===== src/rtl/ofdm_rx_pkg.sv =====
// Shared constants for the OFDM RX sync path.
//   MAG_W            width of squared-magnitude samples (unsigned Q4.12 + spare MSB)
//   FRAC_BITS        fractional bits of the magnitude Q-format
//   DEF_MAX_LOG2_WIN default log2 of the largest energy window
package ofdm_rx_pkg;

  localparam int unsigned MAG_W            = 17;
  localparam int unsigned FRAC_BITS        = 12;
  localparam int unsigned DEF_MAX_LOG2_WIN = 6;

  // Limit a requested window exponent to the largest supported one.
  function automatic int unsigned clamp_log2(input int unsigned v, input int unsigned max_v);
    return (v > max_v) ? max_v : v;
  endfunction

endpackage


===== src/rtl/energy_delay_line.sv =====
// Circular sample store returning the sample written N accepted samples ago.
//   clk_i       clock
//   rst_ni      asynchronous active-low reset (write pointer only)
//   wr_en_i     accept wr_data_i this cycle; advances the write pointer
//   wr_data_i   sample to store
//   win_log2_i  log2 of N for the read offset, must be <= AddrW
//   rd_data_o   registered read of mem[wr_ptr - N], taken on the write cycle
module energy_delay_line
  import ofdm_rx_pkg::*;
#(
  parameter int unsigned Width = MAG_W,
  parameter int unsigned AddrW = DEF_MAX_LOG2_WIN,
  parameter int unsigned LW    = $clog2(DEF_MAX_LOG2_WIN + 1)
) (
  input  logic             clk_i,
  input  logic             rst_ni,
  input  logic             wr_en_i,
  input  logic [Width-1:0] wr_data_i,
  input  logic [LW-1:0]    win_log2_i,
  output logic [Width-1:0] rd_data_o
);

  localparam int unsigned Depth = 2 ** AddrW;

  logic [Width-1:0] mem_q [Depth];
  logic [AddrW-1:0] wr_ptr_q;
  logic [AddrW-1:0] rd_addr;
  logic [Width-1:0] rd_data_q;

  // 1 << AddrW wraps to 0 in AddrW bits, so the full-depth window reads the slot
  // being overwritten; the non-blocking read below returns its old content.
  always_comb begin
    rd_addr = wr_ptr_q - (AddrW'(1) << win_log2_i);
  end

  always_ff @(posedge clk_i or negedge rst_ni) begin
    if (!rst_ni) begin
      wr_ptr_q <= '0;
    end else if (wr_en_i) begin
      wr_ptr_q <= wr_ptr_q + AddrW'(1);
    end
  end

  always_ff @(posedge clk_i) begin
    if (wr_en_i) begin
      mem_q[wr_ptr_q] <= wr_data_i;
      rd_data_q       <= mem_q[rd_addr];
    end
  end

  assign rd_data_o = rd_data_q;

endmodule


===== src/rtl/sliding_window_energy_acc.sv =====
// Sliding-window energy accumulator: sum of the last N = 2**WinLog2 accepted squared
// magnitudes, with mean output, window-full flag and synchronous frame Clear.
// Three pipeline stages (capture / diff / accumulate): sample in cycle n -> output n+3.
//   Clk               clock
//   Rst_n             asynchronous active-low reset
//   Clear             sync restart: empty window, latch WinLog2
//   WinLog2           window exponent, sampled only with Clear, clamped to MAX_LOG2_WIN
//   InputEnable       DataInMagnituder valid this cycle
//   DataInMagnituder  unsigned squared magnitude
//   OutputEnable      result valid this cycle
//   SumMagnituder     sum of the last N accepted samples (holds between results)
//   MeanMagnituder    SumMagnituder >> latched WinLog2
//   WindowFull        sum covers N samples
module sliding_window_energy_acc
  import ofdm_rx_pkg::*;
#(
  parameter int unsigned IN_W         = MAG_W,
  parameter int unsigned MAX_LOG2_WIN = DEF_MAX_LOG2_WIN,
  parameter int unsigned LW           = $clog2(MAX_LOG2_WIN + 1),
  parameter int unsigned SUM_W        = IN_W + MAX_LOG2_WIN
) (
  input  logic             Clk,
  input  logic             Rst_n,
  input  logic             Clear,
  input  logic [LW-1:0]    WinLog2,
  input  logic             InputEnable,
  input  logic [IN_W-1:0]  DataInMagnituder,
  output logic             OutputEnable,
  output logic [SUM_W-1:0] SumMagnituder,
  output logic [IN_W-1:0]  MeanMagnituder,
  output logic             WindowFull
);

  localparam int unsigned CntW  = MAX_LOG2_WIN + 1;
  localparam int unsigned DiffW = SUM_W + 1;

  // Window control
  logic [LW-1:0]   win_q, win_sel;
  logic [CntW-1:0] win_len, fill_q, fill_d, fill_eff;
  logic            old_vld, full_now;

  // Stage 1: captured sample
  logic            s1_vld_q, s1_old_vld_q, s1_full_q;
  logic [IN_W-1:0] s1_data_q;
  logic [IN_W-1:0] old_data;

  // Stage 2: signed sum delta
  logic                    s2_vld_q, s2_full_q;
  logic signed [DiffW-1:0] diff_d, s2_diff_q;

  // Stage 3: accumulator and outputs
  logic                    oe_q, full_q;
  logic [SUM_W-1:0]        sum_q, sum_d;
  logic [IN_W-1:0]         mean_q, mean_d;
  logic signed [DiffW-1:0] sum_ext;

  // A sample arriving together with Clear belongs to the new window, so it sees the
  // freshly selected length and an empty fill count.
  always_comb begin
    win_sel  = Clear ? LW'(clamp_log2(32'(WinLog2), MAX_LOG2_WIN)) : win_q;
    win_len  = CntW'(1) << win_sel;
    fill_eff = Clear ? '0 : fill_q;
    old_vld  = (fill_eff == win_len);
    full_now = ((fill_eff + CntW'(1)) >= win_len);
    fill_d   = fill_eff;
    if (InputEnable && !old_vld) begin
      fill_d = fill_eff + CntW'(1);
    end
  end

  energy_delay_line #(
    .Width (IN_W),
    .AddrW (MAX_LOG2_WIN),
    .LW    (LW)
  ) u_delay_line (
    .clk_i      (Clk),
    .rst_ni     (Rst_n),
    .wr_en_i    (InputEnable),
    .wr_data_i  (DataInMagnituder),
    .win_log2_i (win_sel),
    .rd_data_o  (old_data)
  );

  // Delay-line contents are ignored until the window has been refilled since
  // reset/Clear, so stale samples never leave the sum.
  always_comb begin
    diff_d = DiffW'(s1_data_q) - (s1_old_vld_q ? DiffW'(old_data) : DiffW'(0));
  end

  // The true sum is always within [0, N*(2**IN_W-1)], so truncating the signed
  // intermediate back to SUM_W is exact.
  always_comb begin
    sum_ext = DiffW'(sum_q) + s2_diff_q;
    sum_d   = sum_q;
    if (Clear) begin
      sum_d = '0;
    end else if (s2_vld_q) begin
      sum_d = SUM_W'(sum_ext);
    end
    mean_d = IN_W'(sum_d >> win_q);
  end

  always_ff @(posedge Clk or negedge Rst_n) begin
    if (!Rst_n) begin
      win_q        <= LW'(MAX_LOG2_WIN);
      fill_q       <= '0;
      s1_vld_q     <= 1'b0;
      s1_old_vld_q <= 1'b0;
      s1_full_q    <= 1'b0;
      s1_data_q    <= '0;
      s2_vld_q     <= 1'b0;
      s2_full_q    <= 1'b0;
      s2_diff_q    <= '0;
      oe_q         <= 1'b0;
      full_q       <= 1'b0;
      sum_q        <= '0;
      mean_q       <= '0;
    end else begin
      win_q  <= win_sel;
      fill_q <= fill_d;

      s1_vld_q <= InputEnable;
      if (InputEnable) begin
        s1_data_q    <= DataInMagnituder;
        s1_old_vld_q <= old_vld;
        s1_full_q    <= full_now;
      end

      // Clear discards everything already past capture.
      s2_vld_q <= s1_vld_q && !Clear;
      if (s1_vld_q) begin
        s2_diff_q <= diff_d;
        s2_full_q <= s1_full_q;
      end

      oe_q   <= s2_vld_q && !Clear;
      sum_q  <= sum_d;
      mean_q <= Clear ? '0 : mean_d;
      if (Clear) begin
        full_q <= 1'b0;
      end else if (s2_vld_q) begin
        full_q <= s2_full_q;
      end
    end
  end

  assign OutputEnable   = oe_q;
  assign SumMagnituder  = sum_q;
  assign MeanMagnituder = mean_q;
  assign WindowFull     = full_q;

endmodule

===== config.mk =====
export PLATFORM = sky130hd
export DESIGN_NAME = sliding_window_energy_acc
export DESIGN_NICKNAME = d
export VERILOG_FILES = /design/src/rtl/ofdm_rx_pkg.sv /design/src/rtl/energy_delay_line.sv /design/src/rtl/sliding_window_energy_acc.sv
export SDC_FILE = /design/constraint.sdc
export NUM_CORES = 1
export LEC_CHECK = 0
export BUFFER_PORTS_ARGS = -buffer_cell sky130_fd_sc_hd__buf_2
export CORE_ASPECT_RATIO = 1.75
export CORE_MARGIN = 2
export CORE_UTILIZATION = 30
export DETAILED_ROUTE_END_ITERATION = 16
export GPL_ROUTABILITY_DRIVEN = 0
export GPL_TIMING_DRIVEN = 0
export PLACE_DENSITY_LB_ADDON = 0.1
export SLEW_MARGIN = 0
export SYNTH_ARGS = -nofsm -noshare
export SYNTH_HDL_FRONTEND = slang
export SYNTH_SLANG_ARGS = --single-unit

===== constraint.sdc =====
create_clock -name Clk -period 7.9 [get_ports Clk]
set_clock_uncertainty 0.05 [all_clocks]
set_input_delay 1.58 -clock Clk [delete_from_list [all_inputs] [get_ports Clk]]
set_output_delay 1.58 -clock Clk [all_outputs]
set_load 0.02 [all_outputs]

==> impl_metrics.env <==
export IMPL_status="finished, final reports clean"
export IMPL_grt_pass1_vias=26000
export IMPL_reg2reg_setup_slack_ns=1.38
export IMPL_cp_data_required_time_ns=8.31
export IMPL_cts_resized=0
export IMPL_die_y_microns=538
export IMPL_top_usage_layer="met2"
export IMPL_critPathMaxStageDelay_ns=0.90
export IMPL_yosysUniqueCellTypes=72
export IMPL_holdBufCountCts=0
export IMPL_wl_per_cell_microns=28.3
export IMPL_ys_ff_latch=1203
export IMPL_pre_cts_slack_ns=-0.202
export IMPL_rr_startpoint="win_q[0]"
export IMPL_crit_buf_inv=6
export IMPL_rr_worst_depth=12
export IMPL_die_area_sq_um=166000
export IMPL_syn_nets=2506
export IMPL_vias=24100
export IMPL_slew_limit_headroom_pct=8.69
export IMPL_fin_crit_ns=7.22
export IMPL_clock_latency_ns=0.73
export IMPL_hpwl_microns=99500
export IMPL_row_count=196
export IMPL_timing_rr_end="u_delay_line.rd_data_o[3]"
export IMPL_post_cts_setup_buffers=0
export IMPL_synthCells=2426
export IMPL_ff_latch_area_sq_um=35600
export IMPL_htree_levels=3
export IMPL_finalHoldViolations=0
export IMPL_nets=2757
export IMPL_hp_class="reg2reg"
export IMPL_area_delta_synth_final_pct=16.6
export IMPL_min_delay_path_depth=1
export IMPL_instances_no_fill=4954
export IMPL_firstDrtPassIters=5
export IMPL_maxCapViolations=0
export IMPL_dieWidth_microns=309
export IMPL_coreArea_sq_um=162000
export IMPL_grt_max_degree=66
export IMPL_synth_area_sq_um=48900
export IMPL_cts_reportedPaths_clkPinSlew_ns=0.07
export IMPL_crit_path_frequent_cell="clkbuf_1"
export IMPL_power_w=0.0222
export IMPL_synth_ff_type="edfxtp_1"
export IMPL_powerDensity_nw_per_um2=390
export IMPL_fillers=15200
export IMPL_drt_iter0_drc=1791
export IMPL_crit_chain="buf_2 > clkbuf_1 > nor2b_1 > a31oi_1 > inv_1 > nor2_1 > ha_1 > clkbuf_1 > clkbuf_1 > buf_1 > mux4_2 > mux4_2 > mux2i_1 > a21oi_1"
export IMPL_antenna_found_initial=11
export IMPL_cts_tree="done"
export IMPL_max_freq_ghz=0.139
export IMPL_synth_async_reset_ratio_pct=8.15
export IMPL_root_buffer="clkbuf_16"
export IMPL_multi_input_area_sq_um=12800
export IMPL_min_to="s2_full_q"
export IMPL_drive_gt1_share_pct=27.9
export IMPL_finish_utilization_pct=35.1
export IMPL_avgSynthCellArea_sq_um=20.2
export IMPL_cp_num_cells=14
export IMPL_portBuffers=65
export IMPL_initial_core_util_pct=30.1
export IMPL_grtUsageMet2_pct=33.2
export IMPL_routed_via_density=4.86
export IMPL_fin_crit_sh_pct=91.3
export IMPL_tightest_slew_ns=1.37
export IMPL_setup_ws_ns=0.684
export IMPL_track_usage_pct=16.9
export IMPL_drc_errors=0
export IMPL_yosys_warnings=0
export IMPL_crit_path_max_fanout=10
export IMPL_cp_arrival_ns=7.62
export IMPL_power_leakage_nw=18.3
export IMPL_whs_ns=0.459
export IMPL_gr_total_overflow=0
export IMPL_ir_drop_uv=190
export IMPL_use_met3_pct=2.01
export IMPL_path_class="in2reg"
export IMPL_hold_start="s1_full_q"
export IMPL_setup_viol_count_final=0
export IMPL_slew_viol_final=0
export IMPL_clock_path_buffers=3
export IMPL_crit_family="buffers and inverters"
export IMPL_numPlacedInstances=4738
export IMPL_startpoint_type="input port"
export IMPL_postRouteAntennaNets=0
export IMPL_ios=66
export IMPL_synth_edf_count=1105
export IMPL_slowest_stage="buf_1"
export IMPL_clock_sinks=1203
export IMPL_cts_made_buffers=114
export IMPL_synth_seq_area_share_pct=72.8
export IMPL_routed_wl_microns=140000
export IMPL_grt_use_met1_pct=17.5
export IMPL_grt_setup_unrepaired="false"
export IMPL_grt_pass1_wl_microns=198000
export IMPL_critPathCaptureType="register"
==> cells in the mapped netlist, drive strengths merged, types with 3 or more instances <==
cell / instances / area share [%]
a21o: 13 / 0.20
mux2: 41 / 0.94
ha: 53 / 1.4
o31ai: 4 / 0.061
nor2b: 34 / 0.43
or2: 3 / 0.038
fa: 3 / 0.12
nor3: 23 / 0.25
nand3: 26 / 0.27
mux4: 345 / 16
clkbuf: 86 / 0.66
buf: 37 / 0.30
a211oi: 26 / 0.41
dfrtp: 96 / 4.9
o22ai: 4 / 0.051
o31a: 3 / 0.054
nand2: 66 / 0.51
nand4: 8 / 0.10
o21ai: 32 / 0.33
o211ai: 8 / 0.13
a31oi: 7 / 0.090
xor2: 15 / 0.27
or3: 10 / 0.13
a21oi: 58 / 0.60
inv: 36 / 0.28
mux2i: 49 / 1.0
and2: 7 / 0.090
o21a: 9 / 0.14
and3: 3 / 0.038
nor2: 133 / 1.0
edfxtp: 1105 / 68
o2111ai: 3 / 0.054
nand2b: 14 / 0.18
xnor2: 30 / 0.54
o2bb2ai: 3 / 0.054
==> routing by layer <==
metal  wire length (microns)  up-vias  share of wire [%]
met5                      13        -             0.0093
met4                    6960        2                5.0
met3                    4400      211                3.1
met2                   80100      495                 57
met1                   48600    12900                 35
li1                        -    10500                  -
==> cell usage in the layout (no fill, tap or decap), types with 7 or more instances in the layout <==
cell type	netlist	routed
buf_4	1	17
a31oi_1	7	7
nand3_1	26	26
nor2b_1	34	34
nor2_2	0	62
mux4_2	344	344
buf_8	0	57
clkinvlp_4	0	7
o21ai_0	31	31
o21a_1	9	9
bufinv_16	0	13
o211ai_1	7	7
mux2_2	41	41
clkbuf_16	0	116
xor2_1	15	15
edfxtp_1	1105	1105
and2_1	7	7
xnor2_1	30	30
or3_1	9	9
clkbuf_1	86	100
ha_1	53	53
buf_2	5	55
dfrtp_1	96	96
a21oi_1	57	57
clkinv_2	0	14
mux2i_1	49	49
nand2b_1	14	14
a211oi_1	25	25
inv_1	35	35
buf_16	0	8
nor2_1	133	71
a21o_1	12	12
buf_1	31	30
clkinv_1	0	33
nor3_1	22	20
nand2_1	66	66
nand4_1	8	8
==> metrics by stage <==
stage	instance area, sq um	setup TNS [ns]
2_1_floorplan	48900	0
3_3_place_gp	52000	-6.91
3_5_place_dp	53300	-1.98
4_1_cts	57000	0
5_1_grt	57100	0
6_report	57100	0
==> state kept, by name, summed over array words and instances, names as in the netlist <==
register                count
s1_full_q                   1
u_delay_line.rd_data_o     17
MeanMagnituder             17
s1_vld_q                    1
s2_vld_q                    1
win_q                       3
u_delay_line.wr_ptr_q       6
OutputEnable                1
s1_data_q                  17
SumMagnituder              23
WindowFull                  1
s2_full_q                   1
s2_diff_q                  18
u_delay_line.mem_q       1088
s1_old_vld_q                1
fill_q                      7
==> logic make-up after synthesis <==
group	count (synthesis)	synth area share, %
xor+xnor	45	0.806
fa+ha+maj	56	1.48
simple gates	340	3.28
buf+inv	159	1.24
mux	435	17.8
compound gates	188	2.51
flops	1203	72.8
==> power by group <==
part           leakage, nW  total, W  switching [W]  internal (W)
logic                 5.32   0.00914        0.00553       0.00361
clock network         1.80   0.00556        0.00245       0.00311
registers             11.2   0.00754       0.000141       0.00740
==> worst register-to-register path, cell delays in order (launching register included) <==
cell and delay (ns):
dfrtp_1 0.49, nor2b_1 0.22, a31oi_1 0.57, inv_1 0.27, nor2_1 0.29, ha_1 0.18
clkbuf_1 0.61, clkbuf_1 0.87, buf_1 0.91, mux4_2 0.61, mux4_2 0.57, mux2i_1 0.46
a21oi_1 0.17
==> cell type report <==
type | count | share of cell area [%]
clock buffer | 132 | 5.19
sequential | 1203 | 62.5
clock inverter | 78 | 1.34
buffer | 123 | 0.833
multi-input combinational | 1064 | 22.5
timing repair buffer | 135 | 2.64
tap | 2178 | 4.78
antenna | 5 | 0.0219
inverter | 36 | 0.237
==> how the worst max path moves through the flow <==
stage / start / endpoint / slack, ns
4_1_cts: Clear / u_delay_line.rd_data_o[12] / 0.59
3_5_place_dp: Clear / u_delay_line.rd_data_o[12] / -0.20
3_3_place_gp: Clear / u_delay_line.rd_data_o[11] / -0.46
2_1_floorplan: Clear / u_delay_line.rd_data_o[3] / 2.40
5_1_grt: Clear / u_delay_line.rd_data_o[7] / 0.23
6_report: Clear / u_delay_line.rd_data_o[3] / 0.68
No activity file was read; power rests on OpenSTA's default activity.
